<file path="src/rtl/serial_parity_rx_pkg.sv">
// Shared definitions for the serial parity receiver: FSM state encoding and
// bit-counter sizing.
package serial_rx_pkg;

  typedef enum logic [1:0] {
    IDLE   = 2'd0,
    DATA   = 2'd1,
    PARITY = 2'd2,
    STOP   = 2'd3
  } rx_state_e;

  // Counter width for a given frame width; never narrower than one bit.
  function automatic int cnt_w(input int dw);
    return (dw > 1) ? $clog2(dw) : 1;
  endfunction

  // Default frame width and the matching counter width.
  localparam int DATA_W_DEF = 4;
  localparam int CNT_W      = cnt_w(DATA_W_DEF);

endpackage

</file>
<file path="src/rtl/serial_parity_rx_if.sv">
// Serial receive port bundle: strobe/line in, parallel word and status out.
// Optional: SERIAL_RX_STOP_EN adds the frame_err pulse.
interface serial_parity_rx_if #(
  parameter int DATA_W = 4
);
  logic              bit_en;
  logic              rx_in;
  logic [DATA_W-1:0] data_out;
  logic              parity_out;
  logic              valid;
  logic              busy;
`ifdef SERIAL_RX_STOP_EN
  logic              frame_err;
`endif

  // Line driver / consumer side
  modport master (
    output bit_en, rx_in,
    input  data_out, parity_out, valid, busy
`ifdef SERIAL_RX_STOP_EN
    , input frame_err
`endif
  );

  // Receiver side
  modport slave (
    input  bit_en, rx_in,
    output data_out, parity_out, valid, busy
`ifdef SERIAL_RX_STOP_EN
    , output frame_err
`endif
  );
endinterface

</file>
<file path="src/rtl/serial_parity_rx.sv">
// LSB-first serial deserialiser: start bit, DATA_W data bits, parity bit
// (plus a stop bit when SERIAL_RX_STOP_EN is defined). Emits a one-cycle
// valid strobe when data_out/parity_out are refreshed. Parity is passed
// through unchecked for the downstream checker.
module serial_parity_rx
  import serial_rx_pkg::*;
#(
  parameter int DATA_W = 4
) (
  input logic               clk,
  input logic               rst_n,
  serial_parity_rx_if.slave rx
);

  localparam int                CW   = cnt_w(DATA_W);
  localparam logic [CW-1:0]     LAST = CW'(DATA_W - 1);

  rx_state_e         state_q, state_d;
  logic [CW-1:0]     cnt_q, cnt_d;
  logic [DATA_W-1:0] sr_q, sr_d, sr_shift;
  logic [DATA_W-1:0] data_q, data_d;
  logic              par_q, par_d;
  logic              valid_q, valid_d;
`ifdef SERIAL_RX_STOP_EN
  logic              par_sh_q, par_sh_d;
  logic              ferr_q, ferr_d;
`endif

  // New bit enters at the MSB so the first bit received ends up in bit 0.
  if (DATA_W == 1) begin : g_sh1
    assign sr_shift = rx.rx_in;
  end else begin : g_shn
    assign sr_shift = {rx.rx_in, sr_q[DATA_W-1:1]};
  end

  // Next-state and datapath updates; everything holds unless bit_en is high.
  always_comb begin
    state_d  = state_q;
    cnt_d    = cnt_q;
    sr_d     = sr_q;
    data_d   = data_q;
    par_d    = par_q;
    valid_d  = 1'b0;
`ifdef SERIAL_RX_STOP_EN
    par_sh_d = par_sh_q;
    ferr_d   = 1'b0;
`endif
    if (rx.bit_en) begin
      case (state_q)
        IDLE: begin
          if (!rx.rx_in) begin
            state_d = DATA;
            cnt_d   = '0;
          end
        end
        DATA: begin
          sr_d = sr_shift;
          if (cnt_q == LAST) state_d = PARITY;
          else               cnt_d   = cnt_q + 1'b1;
        end
        PARITY: begin
`ifdef SERIAL_RX_STOP_EN
          // Hold parity aside until the stop bit proves the frame good.
          par_sh_d = rx.rx_in;
          state_d  = STOP;
`else
          data_d  = sr_q;
          par_d   = rx.rx_in;
          valid_d = 1'b1;
          state_d = IDLE;
`endif
        end
        STOP: begin
`ifdef SERIAL_RX_STOP_EN
          if (rx.rx_in) begin
            data_d  = sr_q;
            par_d   = par_sh_q;
            valid_d = 1'b1;
          end else begin
            ferr_d  = 1'b1;
          end
`endif
          state_d = IDLE;
        end
        default: state_d = IDLE;
      endcase
    end
  end

  // State and datapath registers.
  always_ff @(posedge clk or negedge rst_n) begin
    if (!rst_n) begin
      state_q  <= IDLE;
      cnt_q    <= '0;
      sr_q     <= '0;
      data_q   <= '0;
      par_q    <= 1'b0;
      valid_q  <= 1'b0;
`ifdef SERIAL_RX_STOP_EN
      par_sh_q <= 1'b0;
      ferr_q   <= 1'b0;
`endif
    end else begin
      state_q  <= state_d;
      cnt_q    <= cnt_d;
      sr_q     <= sr_d;
      data_q   <= data_d;
      par_q    <= par_d;
      valid_q  <= valid_d;
`ifdef SERIAL_RX_STOP_EN
      par_sh_q <= par_sh_d;
      ferr_q   <= ferr_d;
`endif
    end
  end

  assign rx.data_out   = data_q;
  assign rx.parity_out = par_q;
  assign rx.valid      = valid_q;
  assign rx.busy       = (state_q != IDLE);
`ifdef SERIAL_RX_STOP_EN
  assign rx.frame_err  = ferr_q;
`endif

endmodule
</file>
<file path="src/flat_wrapper.sv">
// flat-port wrapper written by rule: the top's interface ports become plain ports
module serial_parity_rx_flat import serial_rx_pkg::*;
#(
  parameter int DATA_W = 4
)
  (clk, rst_n, rx_bit_en, rx_rx_in, rx_data_out, rx_parity_out, rx_valid, rx_busy);
  serial_parity_rx_if #(.DATA_W(DATA_W)) rx_i ();
  input logic clk;
  input logic rst_n;
  input wire logic [$bits(rx_i.bit_en)-1:0] rx_bit_en;
  input wire logic [$bits(rx_i.rx_in)-1:0] rx_rx_in;
  output wire logic [$bits(rx_i.data_out)-1:0] rx_data_out;
  output wire logic [$bits(rx_i.parity_out)-1:0] rx_parity_out;
  output wire logic [$bits(rx_i.valid)-1:0] rx_valid;
  output wire logic [$bits(rx_i.busy)-1:0] rx_busy;
  assign rx_i.bit_en = rx_bit_en;
  assign rx_i.rx_in = rx_rx_in;
  assign rx_data_out = rx_i.data_out;
  assign rx_parity_out = rx_i.parity_out;
  assign rx_valid = rx_i.valid;
  assign rx_busy = rx_i.busy;
  serial_parity_rx #(.DATA_W(DATA_W)) u_core (.clk(clk), .rst_n(rst_n), .rx(rx_i));
endmodule
</file>
<file path="config.mk">
export PLATFORM = sky130hd
export DESIGN_NAME = serial_parity_rx_flat
export DESIGN_NICKNAME = d
export VERILOG_FILES = /design/src/rtl/serial_parity_rx_pkg.sv /design/src/rtl/serial_parity_rx_if.sv /design/src/rtl/serial_parity_rx.sv /design/src/flat_wrapper.sv
export SDC_FILE = /design/constraint.sdc
export NUM_CORES = 1
export LEC_CHECK = 0
export ABC_AREA = 1
export ABC_CLOCK_PERIOD_IN_PS = 3100
export CORE_AREA = 4 4 41 43
export DETAILED_ROUTE_END_ITERATION = 6
export DIE_AREA = 0 0 45 47
export PLACE_DENSITY = 0.68
export SLEW_MARGIN = 20
export SYNTH_ARGS = -nofsm -noshare
export SYNTH_HDL_FRONTEND = slang
export SYNTH_SLANG_ARGS = --single-unit
export TNS_END_PERCENT = 100
</file>
<file path="constraint.sdc">
create_clock -name clk -period 3.1 [get_ports clk]
set_input_delay 0.62 -clock clk [delete_from_list [all_inputs] [get_ports clk]]
set_output_delay 0.62 -clock clk [all_outputs]
set_load 0.05 [all_outputs]
</file>
==> flow_summary_export.csv, run 1 <==
group,metric,value,unit
status,status,"finished clean",
floorplanning,core_area,1300,um2
timing,final-hold-violation-count,0,
worst_setup_path,crit_required,2480,ps
finish,insertedDiodeCount,0,
power,power.share.switching,40.7,%
routing,viasPerCell,4.78,
yosys,synth_cells,63,
floorplanning,rows,13,
finish,layout_commonest_cell,"nand2_1",
grt,grt.overflow.total,0,
worst_setup_path,cp_cell_sequence,"nor2_1 > inv_1 > clkdlybuf4s50_1",
grt,antenna_found_initial,0,
timing,clock_skew,0.756,ps
grt,grtUsageTotal,12.4,%
yosys,synth_cell_types,10,
cts,numCtsBuffers,3,
worst_setup_path,crit_buf_inv,2,
cts,cts_tree,"done",
yosys,synth_nets,68,
yosys,synth.ff_latch_count,14,
yosys,ys_seq_area_share,61.3,%
grt,grt_max_degree,15,
worst_setup_path,reg2reg_depth,5,
worst_setup_path,r2r-start,"u_core.cnt_q[0]$_DFFE_PN0P_",
worst_setup_path,worst_setup_path_start_kind,"flop",
worst_setup_path,cp_max_fo,6,
finish,nFillCells,125,
finish,multi_input_area,184,um2
routing,first_pass_iters,4,
floorplanning,die_area,2120,um2
yosys,synth.avg_cell_area,9.08,um2
timing,final_max_slew_viol_count,0,
cts,clockBufferDepth,2,
power,p_per_area,954,nW/um2
timing,setup_tns,0,ps
floorplanning,die_x,45,um
min_path,hold_path_depth,2,
yosys,synth_top_cell_by_area,"dfrtp_1",
worst_setup_path,crit_arrival,1670,ps
power,internal_power,0.411,mW
worst_setup_path,critical_path_class,"flop to output pin",
finish,seqCellArea,350,um2
cts,clk_latency,270,ps
finish,drive_gt1_share,6.49,%
routing,antenna_left,0,
yosys,synth.top_cell.area_share,61.3,%
timing,tightest_slew,611,ps
min_path,hold_class,"flop to flop",
power,pwr-share-seq,41.2,%
grt,grt_first_pass_wirelength,1840,um
worst_setup_path,r2r_slack,1830,ps
routing,drcViolationCount,0,
flow_run,max_cap_viol_count,0,
power,power.total,0.693,mW
power,ir_drop,390,uV
yosys,netlist_area,572,um2
worst_setup_path,cp_slowest_cell,"clkdlybuf4s50_1",
routing,routed_wl,1070,um
yosys,synth_warnings,0,
place,hpwl,802,um
worst_setup_path,regToRegEndpoint,"u_core.cnt_q[1]$_DFFE_PN0P_",
floorplanning,pin_count,11,
place,finalWeightedCongestion,0.657,
timing,rsz0062_at_grt,"no",
worst_setup_path,endpoint_kind,"output pin",
power,p_sw,0.282,mW
finish,nNetsFinal,83,
place,portBuffers,10,
cts,root_buffer,"clkbuf_4",
power,leakagePower,0.369,nW
worst_setup_path,path_delay_family,"buffers and inverters",
cts,htree_levels,1,
place,dp_slack,1140,ps
routing,detail_route.iter0.violations,8,
timing,finalCritPeriodShare,73.7,%
timing,setup_viol,0,
routing,dr_total_vias,440,
cts,path_clk_slew,80,ps
finish,layout_common_cells,"nand2_1 (17), dfrtp_1 (14), inv_1 (10), o21ai_0 (10), clkdlybuf4s50_1 (10)",
cts,cts.sinks,14,
power,combPwrFrac,40.6,%
yosys,synth_area_leaders,"dfrtp_1 (61%), nand2_1 (11%), o21ai_0 (8.8%)",
floorplanning,die_y,47,um
timing,setup_ws,815,ps
timing,maxSlewHeadroom,59.1,%
cts,cts.repair.resized,0,
finish,synthToLayoutAreaGrowth,27.1,%
min_path,min-delay-start,"u_core.rx.data_out[0]$_DFFE_PN0P_",
min_path,holdPathEnd,"u_core.rx.data_out[0]$_DFFE_PN0P_",
timing,fin_crit,2290,ps
cts,cts_hold_buffers,0,
timing,fmax,438,MHz
routing,wl_per_cell,11.6,um
floorplanning,initial_core_util,43.9,%
cts,cts_setup_buffers,0,
power,pwr-share-clk,18.2,%
grt,grt_pass1_vias,459,
worst_setup_path,cpPeakStageDelay,790,ps
-- cells in the mapped netlist --
cell     instances
nand3_2          1
nand2_1         17
o21ai_0         10
nor2_1           3
inv_1           10
nand4_1          1
dfrtp_1         14
nand3_1          4
ha_1             1
a21oi_1          2
-- worst max-delay path by stage --
stage                                        from  endpoint  slack [ps]  cells past startpoint
finish              u_core.state_q[0]$_DFFE_PN0P_   rx_busy         810                      3
global route        u_core.state_q[0]$_DFFE_PN0P_   rx_busy         750                      3
CTS                 u_core.state_q[0]$_DFFE_PN0P_   rx_busy         810                      3
detailed placement  u_core.state_q[0]$_DFFE_PN0P_   rx_busy        1140                      3
global placement    u_core.state_q[0]$_DFFE_PN0P_   rx_busy        1140                      3
floorplan           u_core.state_q[0]$_DFFE_PN0P_   rx_busy        1690                      2
-- final cells by class --
class,count,area share (%)
flip-flops and latches,14,48.2
clock buffers,4,4.99
well taps,15,2.58
inverters,10,5.16
repair buffers,10,13.8
multi-input cells,39,25.3
-- cell families after synthesis --
kind of cell | Yosys count | share of synthesized area (%)
AO/OA/AOI/OAI | 12 | 10.5
flip-flops | 14 | 61.3
buffers and inverters | 10 | 6.57
AND/OR/NAND/NOR | 26 | 19.5
adder cells (fa/ha/maj) | 1 | 2.19
-- worst min-delay path, delay by kind of cell, from the launching register on --
kind | cells | cell delay (ps)
flip-flops | 1 | 350
AND/OR/NAND/NOR | 2 | 100
-- through the flow --
step / util, % / area [um2] / hold slack (ps) / cells
after floorplan: - / 572 / 324 / 63
after global placement: 53.1 / 691 / 458 / 88
after detailed placement: 53.1 / 691 / 467 / 88
after CTS: 55.9 / 727 / 490 / 92
after global routing: 55.9 / 727 / 502 / 92
final: 55.9 / 727 / 486 / 92
-- registers in the layout, summed over array words and instances (netlist names) --
register,flops
u_core.cnt_q,2
u_core.rx.data_out,4
u_core.rx.parity_out,1
u_core.state_q,2
u_core.rx.valid,1
u_core.sr_q,4
-- per-layer routing --
layer  share of wire (%)  wire (um)  global-route usage (%)  up-vias
met3                 6.1         65                    3.45        2
met1                  42        448                    12.5      202
met2                  51        544                    23.4        9
met5                   0          0                       0        -
met4                0.84          9                    5.85        0
li1                    -          -                       -      227
-- power groups by stage --
stage	clock, mW	combinational, mW	sequential, mW
final	0.126	0.281	0.286
after global routing	0.144	0.306	0.294
after CTS	0.132	0.285	0.286
after detailed placement	0	0.283	0.290
after global placement	0	0.277	0.285
after floorplan	0	0.109	0.368
Power figures use the tool's default switching activity.
==> run 2, diff against run 1 <==
Settings changed: ABC_CLOCK_PERIOD_IN_PS 3100 to 1900, CORE_AREA 4 4 41 43 to default, CORE_MARGIN from default to 4, CORE_UTILIZATION from default to 42, DIE_AREA 0 0 45 47 to default, PLACE_DENSITY 0.68 to 0.69.
Clock period 3.1 ns to 1.9 ns, I/O delays scaled along.
==> flow_summary_export.csv, run 2 (synthesis results as in run 1) <==
group,metric,value,unit
floorplanning,die_x,44.9,um
finish,nFillCells,130,
worst_setup_path,crit_arrival,1420,ps
flow_run,max_cap_viol_count,0,
power,leakagePower,0.363,nW
power,pwr-share-seq,43.4,%
grt,grt_pass1_vias,419,
cts,clockBufferDepth,2,
worst_setup_path,critical_path_class,"flop to output pin",
cts,cts_hold_buffers,0,
power,power.total,1.07,mW
routing,dr_total_vias,434,
min_path,hold_class,"flop to flop",
cts,cts.sinks,14,
worst_setup_path,r2r-start,"u_core.cnt_q[0]$_DFFE_PN0P_",
grt,grt_first_pass_wirelength,1630,um
floorplanning,core_area,1280,um2
floorplanning,die_y,44.9,um
timing,rsz0062_at_grt,"no",
power,pwr-share-clk,14.6,%
place,portBuffers,10,
worst_setup_path,r2r_slack,660,ps
power,power.share.switching,41.6,%
timing,final-hold-violation-count,0,
timing,finalCritPeriodShare,94.5,%
worst_setup_path,path_delay_family,"buffers and inverters",
worst_setup_path,cp_max_fo,2,
routing,viasPerCell,4.77,
timing,fin_crit,1800,ps
power,p_sw,0.444,mW
routing,drcViolationCount,0,
power,internal_power,0.625,mW
min_path,holdPathEnd,"u_core.rx.data_out[0]$_DFFE_PN0P_",
cts,cts.repair.resized,0,
finish,synthToLayoutAreaGrowth,24.3,%
worst_setup_path,cp_cell_sequence,"clkdlybuf4s50_1",
power,combPwrFrac,42.1,%
floorplanning,die_area,2020,um2
grt,grt_max_degree,15,
floorplanning,pin_count,11,
floorplanning,rows,13,
grt,grtUsageTotal,11.8,%
routing,routed_wl,946,um
finish,insertedDiodeCount,0,
cts,root_buffer,"clkbuf_4",
cts,numCtsBuffers,3,
routing,antenna_left,0,
grt,grt.overflow.total,0,
cts,htree_levels,1,
worst_setup_path,regToRegEndpoint,"u_core.cnt_q[0]$_DFFE_PN0P_",
worst_setup_path,cpPeakStageDelay,800,ps
timing,clock_skew,3.32,ps
timing,maxSlewHeadroom,59.8,%
power,ir_drop,611,uV
finish,nNetsFinal,83,
cts,path_clk_slew,80,ps
place,hpwl,732,um
cts,cts_tree,"done",
timing,final_max_slew_viol_count,0,
worst_setup_path,crit_buf_inv,1,
timing,tightest_slew,602,ps
min_path,min-delay-start,"u_core.sr_q[0]$_DFFE_PN0P_",
finish,layout_commonest_cell,"nand2_1",
worst_setup_path,cp_slowest_cell,"clkdlybuf4s50_1",
finish,drive_gt1_share,6.58,%
worst_setup_path,reg2reg_depth,5,
worst_setup_path,endpoint_kind,"output pin",
grt,antenna_found_initial,0,
worst_setup_path,worst_setup_path_start_kind,"flop",
worst_setup_path,crit_required,1520,ps
routing,detail_route.iter0.violations,7,
floorplanning,initial_core_util,44.5,%
min_path,hold_path_depth,2,
routing,wl_per_cell,10.4,um
timing,fmax,557,MHz
cts,cts_setup_buffers,0,
power,p_per_area,1500,nW/um2
routing,first_pass_iters,4,
timing,setup_viol,0,
timing,setup_tns,0,ps
cts,clk_latency,270,ps
finish,layout_common_cells,"nand2_1 (17), dfrtp_1 (14), inv_1 (10), o21ai_0 (10), clkdlybuf4s50_1 (9)",
place,finalWeightedCongestion,0.711,
status,status,"finished clean",
==> run 2: cell count changes in the layout (fill, tap and decap cells not counted) <==
cell,delta
buf_4,+1
clkbuf_8,-1
clkdlybuf4s50_1,-1
==> run 2: power groups by stage <==
stage	clock network (mW)	logic (mW)	registers, mW
6_report	0.156	0.450	0.463
3_3_place_gp	0	0.446	0.470
2_1_floorplan	0	0.177	0.601
3_5_place_dp	0	0.457	0.470
4_1_cts	0.166	0.457	0.466
5_1_grt	0.177	0.491	0.482
==> run 2: cell type report <==
type | instances | area, um2 | share of cell area, %
repair buffers | 10 | 97.6 | 13.7
well taps | 15 | 18.8 | 2.64
multi-input cells | 39 | 184 | 25.9
inverters | 10 | 37.5 | 5.28
clock buffers | 3 | 22.5 | 3.17
flip-flops and latches | 14 | 350 | 49.3
==> run 2: how the worst max path moves through the flow <==
stage | startpoint | end | slack, ps | cells after the start
finish | u_core.rx.data_out[0]$_DFFE_PN0P_ | rx_data_out[0] | 100 | 1
global route | u_core.rx.data_out[1]$_DFFE_PN0P_ | rx_data_out[1] | 50 | 1
CTS | u_core.rx.data_out[0]$_DFFE_PN0P_ | rx_data_out[0] | 80 | 1
detailed placement | rx_bit_en | u_core.sr_q[1]$_DFFE_PN0P_ | 380 | 4
global placement | u_core.rx.data_out[0]$_DFFE_PN0P_ | rx_data_out[0] | 390 | 1
floorplan | u_core.state_q[0]$_DFFE_PN0P_ | rx_busy | 730 | 2
==> run 2: metrics by stage <==
stage,cells,util [%],hold WS (ps),instance area [um2],setup slack (ps)
detailed placement,88,53.6,469,688,375
global route,91,55.3,507,711,51.9
global placement,88,53.6,464,688,389
CTS,91,55.3,487,711,84.3
floorplan,63,-,84.4,572,729
finish,91,55.3,482,711,104
==> run 2: worst reg2reg max path: stages (launching register included) <==
cell and delay [ps]:
dfrtp_1 400, ha_1 220, a21oi_1 230, nand3_1 160, nand2_1 90, nand2_1 50
==> run 2: metal layers <==
layer	vias up	share of wire [%]	global-route usage (%)
li1	228	-	-
met1	195	45	13.5
met2	9	49	18.6
met3	2	4.5	2.39
met4	0	2.0	10.5
met5	-	0	0
